===== src/rtl/router_3of6_pkg.sv =====
// Shared constants and types for the 3-of-6 receive path (assembler and decoder).
// Latency: n/a (declarations only).
// Backpressure: n/a.
package router_3of6_pkg;

  localparam int SYM_W   = 6;
  localparam int SYMBOLS = 8;
  localparam int FLIT_W  = SYM_W * SYMBOLS;
  localparam int CNT_W   = 3;

  // All-zero symbol is never a legal 3-of-6 codeword, so the link uses it as idle fill.
  localparam logic [SYM_W-1:0] SPACER = '0;

  typedef logic [SYM_W-1:0]  sym_t;
  typedef logic [FLIT_W-1:0] flit_t;

  // Assembly state is implied by the symbol index: zero means no partial flit held.
  typedef enum logic {
    ST_IDLE = 1'b0,
    ST_FILL = 1'b1
  } asm_state_e;

endpackage


===== src/rtl/flit_assembler_3of6.sv =====
// Packs 8 non-spacer 3-of-6 symbols into a 48-bit flit; realigns on sof, counts misaligns.
// Latency: flit_valid rises 1 cycle after the 8th symbol is accepted.
// Backpressure: one-deep output buffer; only the completing symbol stalls, and only while the buffer is full and not draining.
module flit_assembler_3of6
  import router_3of6_pkg::*;
#(
  parameter int ERRCNT_W = 8
) (
  input  logic                clk,
  input  logic                rst_n,
  input  logic                sym_valid,
  input  logic [SYM_W-1:0]    sym_data,
  input  logic                sym_sof,
  output logic                sym_ready,
  output logic                flit_valid,
  output logic [FLIT_W-1:0]   flit_data,
  input  logic                flit_ready,
  output logic                align_err,
  output logic [ERRCNT_W-1:0] align_err_cnt
);

  localparam logic [CNT_W-1:0] LAST = CNT_W'(SYMBOLS - 1);

  // The 8th symbol never lands in the assembly reg; it goes straight into the output word.
  logic [CNT_W-1:0]                  cnt_q,     cnt_d;
  logic [SYMBOLS-2:0][SYM_W-1:0]     slots_q,   slots_d;
  logic [FLIT_W-1:0]                 flit_q,    flit_d;
  logic                              flit_vld_q, flit_vld_d;
  logic                              err_q,     err_d;
  logic [ERRCNT_W-1:0]               err_cnt_q, err_cnt_d;

  logic       is_spacer;
  logic       accept;
  asm_state_e state;

  assign is_spacer = ~|sym_data;
  assign state     = (cnt_q == '0) ? ST_IDLE : ST_FILL;

  // Only the completing symbol needs buffer space; earlier symbols always have room.
  assign sym_ready = (cnt_q != LAST) | ~flit_vld_q | flit_ready;
  assign accept    = sym_valid & sym_ready & ~is_spacer;

  // Next-state: slot write, realign on sof, hand-off of the full word to the output buffer.
  always_comb begin
    cnt_d      = cnt_q;
    slots_d    = slots_q;
    flit_d     = flit_q;
    flit_vld_d = flit_vld_q;
    err_d      = 1'b0;
    err_cnt_d  = err_cnt_q;

    if (flit_vld_q && flit_ready) begin
      flit_vld_d = 1'b0;
    end

    if (accept) begin
      if (state == ST_IDLE || sym_sof) begin
        slots_d[0] = sym_data;
        cnt_d      = CNT_W'(1);
        if (state == ST_FILL) begin
          err_d = 1'b1;
          if (err_cnt_q != '1) begin
            err_cnt_d = err_cnt_q + ERRCNT_W'(1);
          end
        end
      end else if (cnt_q == LAST) begin
        // A load in the same cycle as a consume overrides the clear above: no bubble.
        flit_d     = {sym_data, slots_q};
        flit_vld_d = 1'b1;
        cnt_d      = '0;
      end else begin
        for (int i = 1; i < SYMBOLS - 1; i++) begin
          if (cnt_q == CNT_W'(i)) begin
            slots_d[i] = sym_data;
          end
        end
        cnt_d = cnt_q + CNT_W'(1);
      end
    end
  end

  // State registers; reset drops any partial or buffered flit silently.
  always_ff @(posedge clk or negedge rst_n) begin
    if (!rst_n) begin
      cnt_q      <= '0;
      slots_q    <= '0;
      flit_q     <= '0;
      flit_vld_q <= 1'b0;
      err_q      <= 1'b0;
      err_cnt_q  <= '0;
    end else begin
      cnt_q      <= cnt_d;
      slots_q    <= slots_d;
      flit_q     <= flit_d;
      flit_vld_q <= flit_vld_d;
      err_q      <= err_d;
      err_cnt_q  <= err_cnt_d;
    end
  end

  assign flit_valid    = flit_vld_q;
  assign flit_data     = flit_q;
  assign align_err     = err_q;
  assign align_err_cnt = err_cnt_q;

endmodule


===== config.mk =====
export PLATFORM = sky130hd
export DESIGN_NAME = flit_assembler_3of6
export DESIGN_NICKNAME = d
export VERILOG_FILES = /design/src/rtl/router_3of6_pkg.sv /design/src/rtl/flit_assembler_3of6.sv
export SDC_FILE = /design/constraint.sdc
export NUM_CORES = 1
export LEC_CHECK = 0
export ABC_AREA = 1
export CAP_MARGIN = 30
export CORE_MARGIN = 2
export CORE_UTILIZATION = 47
export DETAILED_ROUTE_END_ITERATION = 12
export DONT_BUFFER_PORTS = 1
export PLACE_DENSITY = 0.67
export SLEW_MARGIN = 25
export SYNTH_ARGS = -nofsm -noshare
export SYNTH_HDL_FRONTEND = slang
export SYNTH_SLANG_ARGS = --single-unit

===== constraint.sdc =====
create_clock -name clk -period 2.95 [get_ports clk]
set_input_delay 0.59 -clock clk [delete_from_list [all_inputs] [get_ports clk]]
set_output_delay 0.59 -clock clk [all_outputs]
set_load 0.01 [all_outputs]

==> metrics.md, run 1 <==
| Metric | Value |
|---|---|
| Wire per inst | `15.02 um` |
| Std-Cell Rows | `36` |
| FFs w/ async S/R, synth | `100.0%` |
| Port Buffers | `0` |
| Critical R2R Capture | `slots_q[13]$_DFFE_PN0P_` |
| CP Capture Type | `register` |
| Outcome | `finished with violations` |
| Die H | `104.2 um` |
| Worst Path Arrival | `2.62 ns` |
| Max FO, Critical Path | `17` |
| Commonest non-fill, non-tap cell in the layout | `nand2_1` |
| Pwr dens | `625.8 nW/um^2` |
| Die X | `104.2 um` |
| Post-synthesis sequential area ratio | `54.64%` |
| Via count | `3333` |
| Antenna violations before repair | `0` |
| Clock Tree Buf Depth | `2` |
| DP Cell Count | `631` |
| Worst setup SP type | `register` |
| Global route overflow | `0` |
| Cell variety after synth | `28` |
| Post-DRT Antenna Nets | `0` |
| Root buffer cell | `clkbuf_8` |
| Gpl congestion | `0.8116` |
| Slew Limit Headroom | `52.78%` |
| Post-DP HPWL | `6455 um` |
| Final period util | `79.95%` |
| Largest cells by area after synthesis | `dfrtp_1 55%, nand2_1 17%, nand3_1 6.8%` |
| CTS tree | `yes` |
| H-tree levels | `3` |
| Fmax | `424.0 MHz` |
| Post-synth EDFFs | `0` |
| Synth Area per Inst | `9.054 um^2` |
| R2R Setup Slk | `0.59 ns` |
| Worst slew pin tran | `0.7066 ns` |
| RSZ-0062 raised after global routing | `no` |
| Post-Synthesis Cells | `521` |
| DR vias/cell | `5.151` |
| Largest family of logic cells by synthesized area | `simple AND/OR/NAND/NOR gates` |
| Synth Area in XOR/XNOR | `0.5570%` |
| Simple-Gate Fraction of Synth Area | `34.06%` |
| Crit path kind | `reg -> reg` |
| Fin nets | `527` |
| DR iter-0 viols | `238` |
| FF+latch count, synth | `103` |
| Fin. Hold Viols | `103` |
| Post-CTS Setup Bufs | `0` |
| Core area | `9774 um^2` |
| Adder-cell area share of the yosys netlist | `1.857%` |
| Hold Path Class | `in -> async` |
| Clock latency on the worst-skew pair | `0.37 ns` |
| I/O Pins | `70` |
| Final-report max-slew violation count | `0` |
| CP required | `3.21 ns` |
| R2R depth | `9` |
| Vias in the first global route | `3263` |
| DP Worst Slack | `0.6144 ns` |
| Worst r2r src | `cnt_q[0]$_DFFE_PN0N_` |
| Residual DRC count | `0` |
| Most frequent cells in the layout | `215 x nand2_1, 103 x dfrtp_1, 64 x nand3_1` |
| Finish-stage setup viols | `0` |
| Total Power | `3.102 mW` |
| VDD IR-drop max | `0.2474 mV` |
| Synth area leader | `dfrtp_1` |
| Hold Worst Slack | `-0.09993 ns` |
| Global-route wire length before repair | `16620 um` |
| # diodes | `0` |
| Net Count, Synth | `539` |
| Area grow syn2layout | `5.093%` |
| Multiplexer area fraction after synthesis | `0%` |
| Clk_skew | `0.01460 ns` |
| Violated checks | `hold timing` |
| Total Wirelength | `9720 um` |
| Most used DFF post-synth | `dfrtp_1` |
| Compound-gate portion of the synthesized area | `3.183%` |
| Final min period | `2.358 ns` |
| Area share of the leading cell type in the synthesized netlist | `54.64%` |
| Warnings, synthesis | `0` |
| Clk sink count | `103` |
| Clock slew at reported path FFs | `0.10 ns` |
| Layout cells sized above 1 | `13.04%` |
| Largest net degree at the start of global routing | `104` |
| First drt pass iteration count | `5` |
| Final TNS setup | `0 ns` |
| Max-Cap Viols | `0` |
| Worst Slack Setup Final | `0.5916 ns` |
| Static leakage | `2.581 nW` |
| Final cell count without fillers | `647` |
| CTS buffer count | `9` |
| Synthesized area | `4717 um^2` |
| Total track usage | `19.05%` |
| Die footprint | `10850 um^2` |
| Initial Util | `48.26%` |
[where the power goes]
group	internal (mW)	leakage (nW)	total [mW]	switching [mW]
registers	1.65	1.39	1.86	0.206
clock network	0.376	0.0946	0.853	0.477
logic	0.149	1.10	0.392	0.242
[cell families (layout without fill, tap and decap cells)]
| group | Yosys count | count (layout) |
|---|---|---|
| flip-flops | 103 | 103 |
| AND/OR/NAND/NOR | 333 | 333 |
| XOR/XNOR | 3 | 3 |
| buffers and inverters | 45 | 38 |
| adder cells (fa/ha/maj) | 7 | 7 |
| AO/OA/AOI/OAI | 30 | 30 |
[worst max-delay path by stage]
stage | slack [ns] | to | from | cells past startpoint
floorplan | 1.20 | flit_data[10]$_DFFE_PN0P_ | cnt_q[0]$_DFFE_PN0N_ | 12
global placement | 0.39 | flit_data[34]$_DFFE_PN0P_ | cnt_q[0]$_DFFE_PN0N_ | 9
detailed placement | 0.61 | flit_data[34]$_DFFE_PN0P_ | cnt_q[0]$_DFFE_PN0N_ | 10
CTS | 0.59 | flit_data[33]$_DFFE_PN0P_ | cnt_q[0]$_DFFE_PN0N_ | 10
global route | 0.41 | flit_data[29]$_DFFE_PN0P_ | cnt_q[0]$_DFFE_PN0N_ | 10
finish | 0.59 | slots_q[13]$_DFFE_PN0P_ | cnt_q[0]$_DFFE_PN0N_ | 9
[worst max-delay path: stages, from the launching register on]
cell and delay, ns:
dfrtp_1 0.42, ha_1 0.24, ha_2 0.28, nand3_1 0.22
nand2_1 0.10, nor2_2 0.52, buf_8 0.24, nand2_2 0.10
nand2_1 0.07, nand2_1 0.05
[what timing repair did]
item                                   in CTS  in global routing
endpoints found under the hold margin     103                103
resized for setup                           0                  0
setup endpoints to repair                   0                  0
[state kept, by name (all words and copies together), names as in the netlist]
name,cells
flit_data,48
slots_q,42
align_err_cnt,8
cnt_q,3
align_err,1
flit_valid,1
[routing by layer]
metal	wire, um	track usage [%]	vias up
li1	-	-	1644
met5	0	0	-
met3	812	4.825	9
met4	131	6.467	0
met1	4377	26.99	1598
met2	4398	28.71	82
[synth_stat cells (3+ instances only)]
| master | n |
|---|---|
| nand3_2 | 20 |
| ha_1 | 7 |
| nand3_1 | 64 |
| buf_6 | 3 |
| buf_2 | 19 |
| nand4_1 | 3 |
| nor2_1 | 8 |
| dfrtp_1 | 103 |
| inv_1 | 15 |
| o21ai_0 | 29 |
| nor2_4 | 7 |
| nor2_2 | 4 |
| nand2_2 | 6 |
| nand2_1 | 215 |
[cell type report]
class | instances | area, um^2
sequential | 103 | 2577
clock inverter | 4 | 28.78
multi-input combinational | 373 | 1876
inverter | 17 | 66.31
fill | 910 | 4817
tap | 133 | 166.4
clock buffer | 12 | 165.2
timing repair buffer | 5 | 77.57
[through the flow]
stage / instance area (um^2) / util, %
after detailed placement: 4763 / 48.73
after CTS: 4957 / 50.72
after global routing: 4957 / 50.72
after global placement: 4721 / 48.30
after floorplan: 4717 / -
final: 4957 / 50.72
(Power assumes the default switching activity.)
==> inputs of run 2 (changes only) <==
--- a/config.mk
+++ b/config.mk
@@ -11,7 +11,7 @@
 export CORE_UTILIZATION = 47
 export DETAILED_ROUTE_END_ITERATION = 12
 export DONT_BUFFER_PORTS = 1
-export PLACE_DENSITY = 0.67
+export PLACE_DENSITY = 0.69
 export SLEW_MARGIN = 25
 export SYNTH_ARGS = -nofsm -noshare
 export SYNTH_HDL_FRONTEND = slang
==> constraint.sdc (replaced) <==
create_clock -name clk -period 2 [get_ports clk]
set_input_delay 0.4 -clock clk [delete_from_list [all_inputs] [get_ports clk]]
set_output_delay 0.4 -clock clk [all_outputs]
set_load 0.01 [all_outputs]
==> metrics.md, run 2 (synthesis gave the netlist of run 1 again) <==
| Metric | Value |
|---|---|
| Outcome | `finished with violations` |
| Violated checks | `hold timing` |
| Port Buffers | `0` |
| Gpl congestion | `0.8371` |
| Die footprint | `10850 um^2` |
| P_int | `3.236 mW` |
| Crit path kind | `reg -> out` |
| Final-report max-slew violation count | `0` |
| Max FFs per register | `48` |
| Die X | `104.2 um` |
| Hold Worst Slack | `-0.2916 ns` |
| Largest net degree at the start of global routing | `104` |
| Final period util | `96.03%` |
| Fin. Hold Viols | `103` |
| Design area | `5066 um^2` |
| Met3 wire len | `611 um` |
| CTS buffer count | `9` |
| Crit path to | `sym_ready` |
| Commonest non-fill, non-tap cell in the layout | `nand2_1` |
| Final min period | `1.921 ns` |
| Switch share | `29.84%` |
| Area grow syn2layout | `7.401%` |
| Cell Area, Placed | `4818 um^2` |
| Static leakage | `2.632 nW` |
| # diodes | `0` |
| Worst Path Arrival | `1.52 ns` |
| Total track usage | `19.28%` |
| Final cell count without fillers | `657` |
| Worst slew pin tran | `0.3811 ns` |
| Post-DRT Antenna Nets | `0` |
| Total Wirelength | `9867 um` |
| DR vias/cell | `5.139` |
| Clock share of power | `27.5%` |
| Finish-stage setup viols | `0` |
| Hold Path Class | `in -> async` |
| Clock slew at reported path FFs | `0.10 ns` |
| VDD IR-drop max | `0.3728 mV` |
| Slew Limit Headroom | `74.52%` |
| CP required | `1.60 ns` |
| Initial Util | `48.26%` |
| Max FO, Critical Path | `4` |
| DR iter-0 viols | `145` |
| Residual DRC count | `0` |
| Clock Tree Buf Depth | `2` |
| Pwr dens | `910.3 nW/um^2` |
| First drt pass iteration count | `5` |
| Worst setup SP type | `register` |
| WL met1 | `4388 um` |
| Clk sink count | `103` |
| Critical R2R Capture | `flit_data[3]$_DFFE_PN0P_` |
| CP startpoint | `cnt_q[0]$_DFFE_PN0N_` |
| R2R Setup Slk | `0.11 ns` |
| Total Power | `4.612 mW` |
| Sw power | `1.376 mW` |
| Fin util | `51.83%` |
| Via count | `3376` |
| Metal2 WL | `4699 um` |
| H-tree levels | `3` |
| CP Capture Type | `output port` |
| Global route overflow | `0` |
| Fmax | `520.6 MHz` |
| Worst r2r src | `cnt_q[0]$_DFFE_PN0N_` |
| Clk_skew | `0.01180 ns` |
| Die H | `104.2 um` |
| Highest metal layer with signal wires | `met4` |
| R2R depth | `10` |
| Clock latency on the worst-skew pair | `0.37 ns` |
| Wire per inst | `15.02 um` |
| Antenna violations before repair | `0` |
| Core area | `9774 um^2` |
| Vias in the first global route | `3333` |
| DP Cell Count | `637` |
| Fin nets | `537` |
| Global-route wire length before repair | `16760 um` |
| Most frequent cells in the layout | `215 x nand2_1, 103 x dfrtp_1, 64 x nand3_1` |
| Combinational cell fraction of total power | `13.1%` |
| Root buffer cell | `clkbuf_8` |
| Post-DP HPWL | `6596 um` |
| CTS tree | `yes` |
| I/O Pins | `70` |
| Reg power frac | `59.4%` |
| Std-Cell Rows | `36` |
| Layout cells sized above 1 | `14.89%` |
| Max-Cap Viols | `0` |
-- run 2: changes by cell type in the layout (fill, tap and decap cells not counted), sizes merged --
| cell | before | now |
|---|---|---|
| buf | 5 | 15 |
| clkbuf | 12 | 13 |
| clkinv | 2 | 1 |
| clkinvlp | 2 | 1 |
| inv | 17 | 18 |
-- run 2: cell type report --
type	count	area (um^2)
clock inverter	3	25.02
multi-input combinational	373	1899
inverter	17	66.31
clock buffer	13	168.9
tap	133	166.4
sequential	103	2577
fill	917	4708
timing repair buffer	15	162.7
-- run 2: power groups by stage --
stage                     sequential [mW]  clock (mW)  combinational, mW
after floorplan                      2.71           0              0.518
after global placement               2.77           0              0.561
after detailed placement             2.78           0              0.594
after CTS                            2.74        1.30              0.593
after global routing                 2.79        1.38              0.714
final                                2.74        1.27              0.603
-- run 2: stage by stage --
step / setup slack (ns) / setup TNS, ns
after global placement: 0.08577 / 0
after detailed placement: 0.02805 / 0
after CTS: 0.003989 / 0
after floorplan: 0.2519 / 0
after global routing: -0.01174 / -0.04119
final: 0.07931 / 0
-- run 2: worst max-delay path, cell delays in order (launching register included) --
cell and delay (ns):
dfrtp_1 0.40, ha_2 0.21, ha_2 0.21, nand3_1 0.15, buf_4 0.18
-- run 2: worst min path at each step --
| stage | startpoint | endpoint | slack [ns] | depth (start not counted) |
|---|---|---|---|---|
| 2_1_floorplan | rst_n | align_err$_DFF_PN0_ | 0.10 | 0 |
| 3_3_place_gp | rst_n | flit_data[12]$_DFFE_PN0P_ | 0.11 | 0 |
| 3_5_place_dp | rst_n | flit_data[12]$_DFFE_PN0P_ | 0.11 | 0 |
| 4_1_cts | rst_n | flit_data[12]$_DFFE_PN0P_ | -0.31 | 0 |
| 5_1_grt | rst_n | flit_data[20]$_DFFE_PN0P_ | -0.31 | 0 |
| 6_report | rst_n | flit_data[10]$_DFFE_PN0P_ | -0.29 | 0 |
-- run 2: what timing repair did --
| action | 4_1_cts | 5_1_grt |
|---|---|---|
| endpoints found under the setup margin | 0 | 63 |
| setup buffers | 0 | 4 |
| resized for setup | 0 | 5 |
| endpoints found under the hold margin | 103 | 103 |
-- run 2: layer usage --
layer | global-route usage [%] | vias to the layer above
met5 | 0 | -
met2 | 30.55 | 74
met1 | 25.37 | 1622
met3 | 5.013 | 13
li1 | - | 1667
met4 | 7.819 | 0
==> inputs of run 3 (changes only) <==
--- a/config.mk
+++ b/config.mk
@@ -7,10 +7,11 @@
 export LEC_CHECK = 0
 export ABC_AREA = 1
 export CAP_MARGIN = 30
-export CORE_MARGIN = 2
+export CORE_MARGIN = 4
 export CORE_UTILIZATION = 47
 export DETAILED_ROUTE_END_ITERATION = 12
 export DONT_BUFFER_PORTS = 1
+export GPL_ROUTABILITY_DRIVEN = 0
 export PLACE_DENSITY = 0.69
 export SLEW_MARGIN = 25
 export SYNTH_ARGS = -nofsm -noshare
==> metrics.md, run 3 (synthesis gave the netlist of run 1 again) <==
| Metric | Value |
|---|---|
| Clk_skew | `0.01075 ns` |
| Clock latency on the worst-skew pair | `0.37 ns` |
| Die X | `108.2 um` |
| Total track usage | `18.77%` |
| H-tree levels | `3` |
| Via count | `3378` |
| Hold Worst Slack | `-0.2918 ns` |
| VDD IR-drop max | `0.4567 mV` |
| Clk sink count | `103` |
| Clock Tree Buf Depth | `2` |
| Worst slew pin tran | `0.3835 ns` |
| Final min period | `1.920 ns` |
| Area grow syn2layout | `7.082%` |
| Commonest non-fill, non-tap cell in the layout | `nand2_1` |
| Core area | `9774 um^2` |
| Max FO, Critical Path | `8` |
| Most frequent cells in the layout | `215 x nand2_1, 103 x dfrtp_1, 64 x nand3_1` |
| DR vias/cell | `5.181` |
| Crit path kind | `reg -> out` |
| Hold Path Class | `in -> async` |
| Final period util | `96.02%` |
| Fin nets | `533` |
| Fin. Hold Viols | `103` |
| Met3 wire len | `846 um` |
| DP Worst Slack | `0.07388 ns` |
| Pwr dens | `944.2 nW/um^2` |
| Highest metal layer with signal wires | `met4` |
| Metal2 WL | `4579 um` |
| CTS buffer count | `9` |
| # diodes | `0` |
| Max FFs per register | `48` |
| CP required | `1.60 ns` |
| Root buffer cell | `clkbuf_8` |
| Worst Slack Setup Final | `0.07960 ns` |
| Post-DP HPWL | `6621 um` |
| RSZ-0062 raised after global routing | `no` |
| Largest net degree at the start of global routing | `104` |
| Fin util | `51.68%` |
| Max-Cap Viols | `0` |
| Outcome | `finished with violations` |
| Post-CTS Setup Bufs | `0` |
| Fmax | `520.7 MHz` |
| First drt pass iteration count | `4` |
| DR iter-0 viols | `191` |
| Finish-stage setup viols | `0` |
| Initial Util | `48.26%` |
| Static leakage | `2.620 nW` |
| Post-DRT Antenna Nets | `0` |
| Cell Area, Placed | `4806 um^2` |
| Design area | `5051 um^2` |
| CTS tree | `yes` |
| Total Wirelength | `10010 um` |
| Violated checks | `hold timing` |
| Final-report max-slew violation count | `0` |
| Worst setup SP type | `register` |
| Slew Limit Headroom | `74.36%` |
| Residual DRC count | `0` |
| Final TNS setup | `0 ns` |
| Worst Path Arrival | `1.52 ns` |
| I/O Pins | `70` |
| Wire per inst | `15.35 um` |
| Global route overflow | `0` |
| Layout cells sized above 1 | `14.07%` |
| CP Capture Type | `output port` |
| WL met1 | `4391 um` |
| Port Buffers | `0` |
| Antenna violations before repair | `0` |
| Fill cells | `932` |
| Vias in the first global route | `3384` |
| Die footprint | `11700 um^2` |
| Std-Cell Rows | `36` |
| Die H | `108.2 um` |
| Global-route wire length before repair | `17020 um` |
| Clock slew at reported path FFs | `0.10 ns` |
==> run 3: per-layer routing <==
metal | global-route usage (%) | vias to the layer above
li1 | - | 1653
met1 | 25.51 | 1625
met2 | 28.73 | 84
met3 | 5.552 | 16
met4 | 6.763 | 0
met5 | 0 | -
==> run 3: timing repair <==
item | 4_1_cts | 5_1_grt
endpoints found under the setup margin | 1 | 14
endpoints found under the hold margin | 103 | 103
gates resized for setup | 1 | 4
==> run 3: power breakdown <==
part	switching, mW	total (mW)	internal, mW
Clock	0.709	1.44	0.735
Sequential	0.300	2.73	2.43
Combinational	0.361	0.591	0.230
Total	1.37	4.77	3.40
==> run 3: worst paths after layout <==
kind | start | end | slack, ns | cells after the start
setup / recovery | cnt_q[0]$_DFFE_PN0N_ | sym_ready | 0.08 | 4
hold / removal | rst_n | flit_data[22]$_DFFE_PN0P_ | -0.29 | 0
setup reg to reg | cnt_q[0]$_DFFE_PN0N_ | flit_data[42]$_DFFE_PN0P_ | 0.18 | 10
hold reg to reg | slots_q[29]$_DFFE_PN0P_ | slots_q[29]$_DFFE_PN0P_ | 0.49 | 2
max in group asynchronous | rst_n | flit_data[37]$_DFFE_PN0P_ | 2.14 | 0
min in group clk | sym_data[5] | slots_q[35]$_DFFE_PN0P_ | 0.14 | 2
==> run 3: worst max-delay path, cell delays in order, from the launching register on <==
cell and delay [ns]:
dfrtp_1 0.40, ha_2 0.23, ha_4 0.20, nand3_1 0.14
buf_4 0.18
==> run 3: per-stage QoR <==
stage	power [mW]	hold slack [ns]	std cells
2_1_floorplan	3.224	0.1044	521
3_3_place_gp	3.329	0.1065	637
3_5_place_dp	3.370	0.1066	637
4_1_cts	4.804	-0.3056	652
5_1_grt	5.051	-0.3184	652
6_report	4.769	-0.2918	652
==> run 3: cell type report <==
| type | count | area [um^2] | area share, % |
|---|---|---|---|
| timing repair buffer | 11 | 123.9 | 2.452 |
| clock inverter | 5 | 81.33 | 1.610 |
| tap | 133 | 166.4 | 3.295 |
| multi-input combinational | 373 | 1898 | 37.58 |
| sequential | 103 | 2577 | 51.03 |
| inverter | 17 | 66.31 | 1.313 |
| clock buffer | 10 | 137.6 | 2.725 |
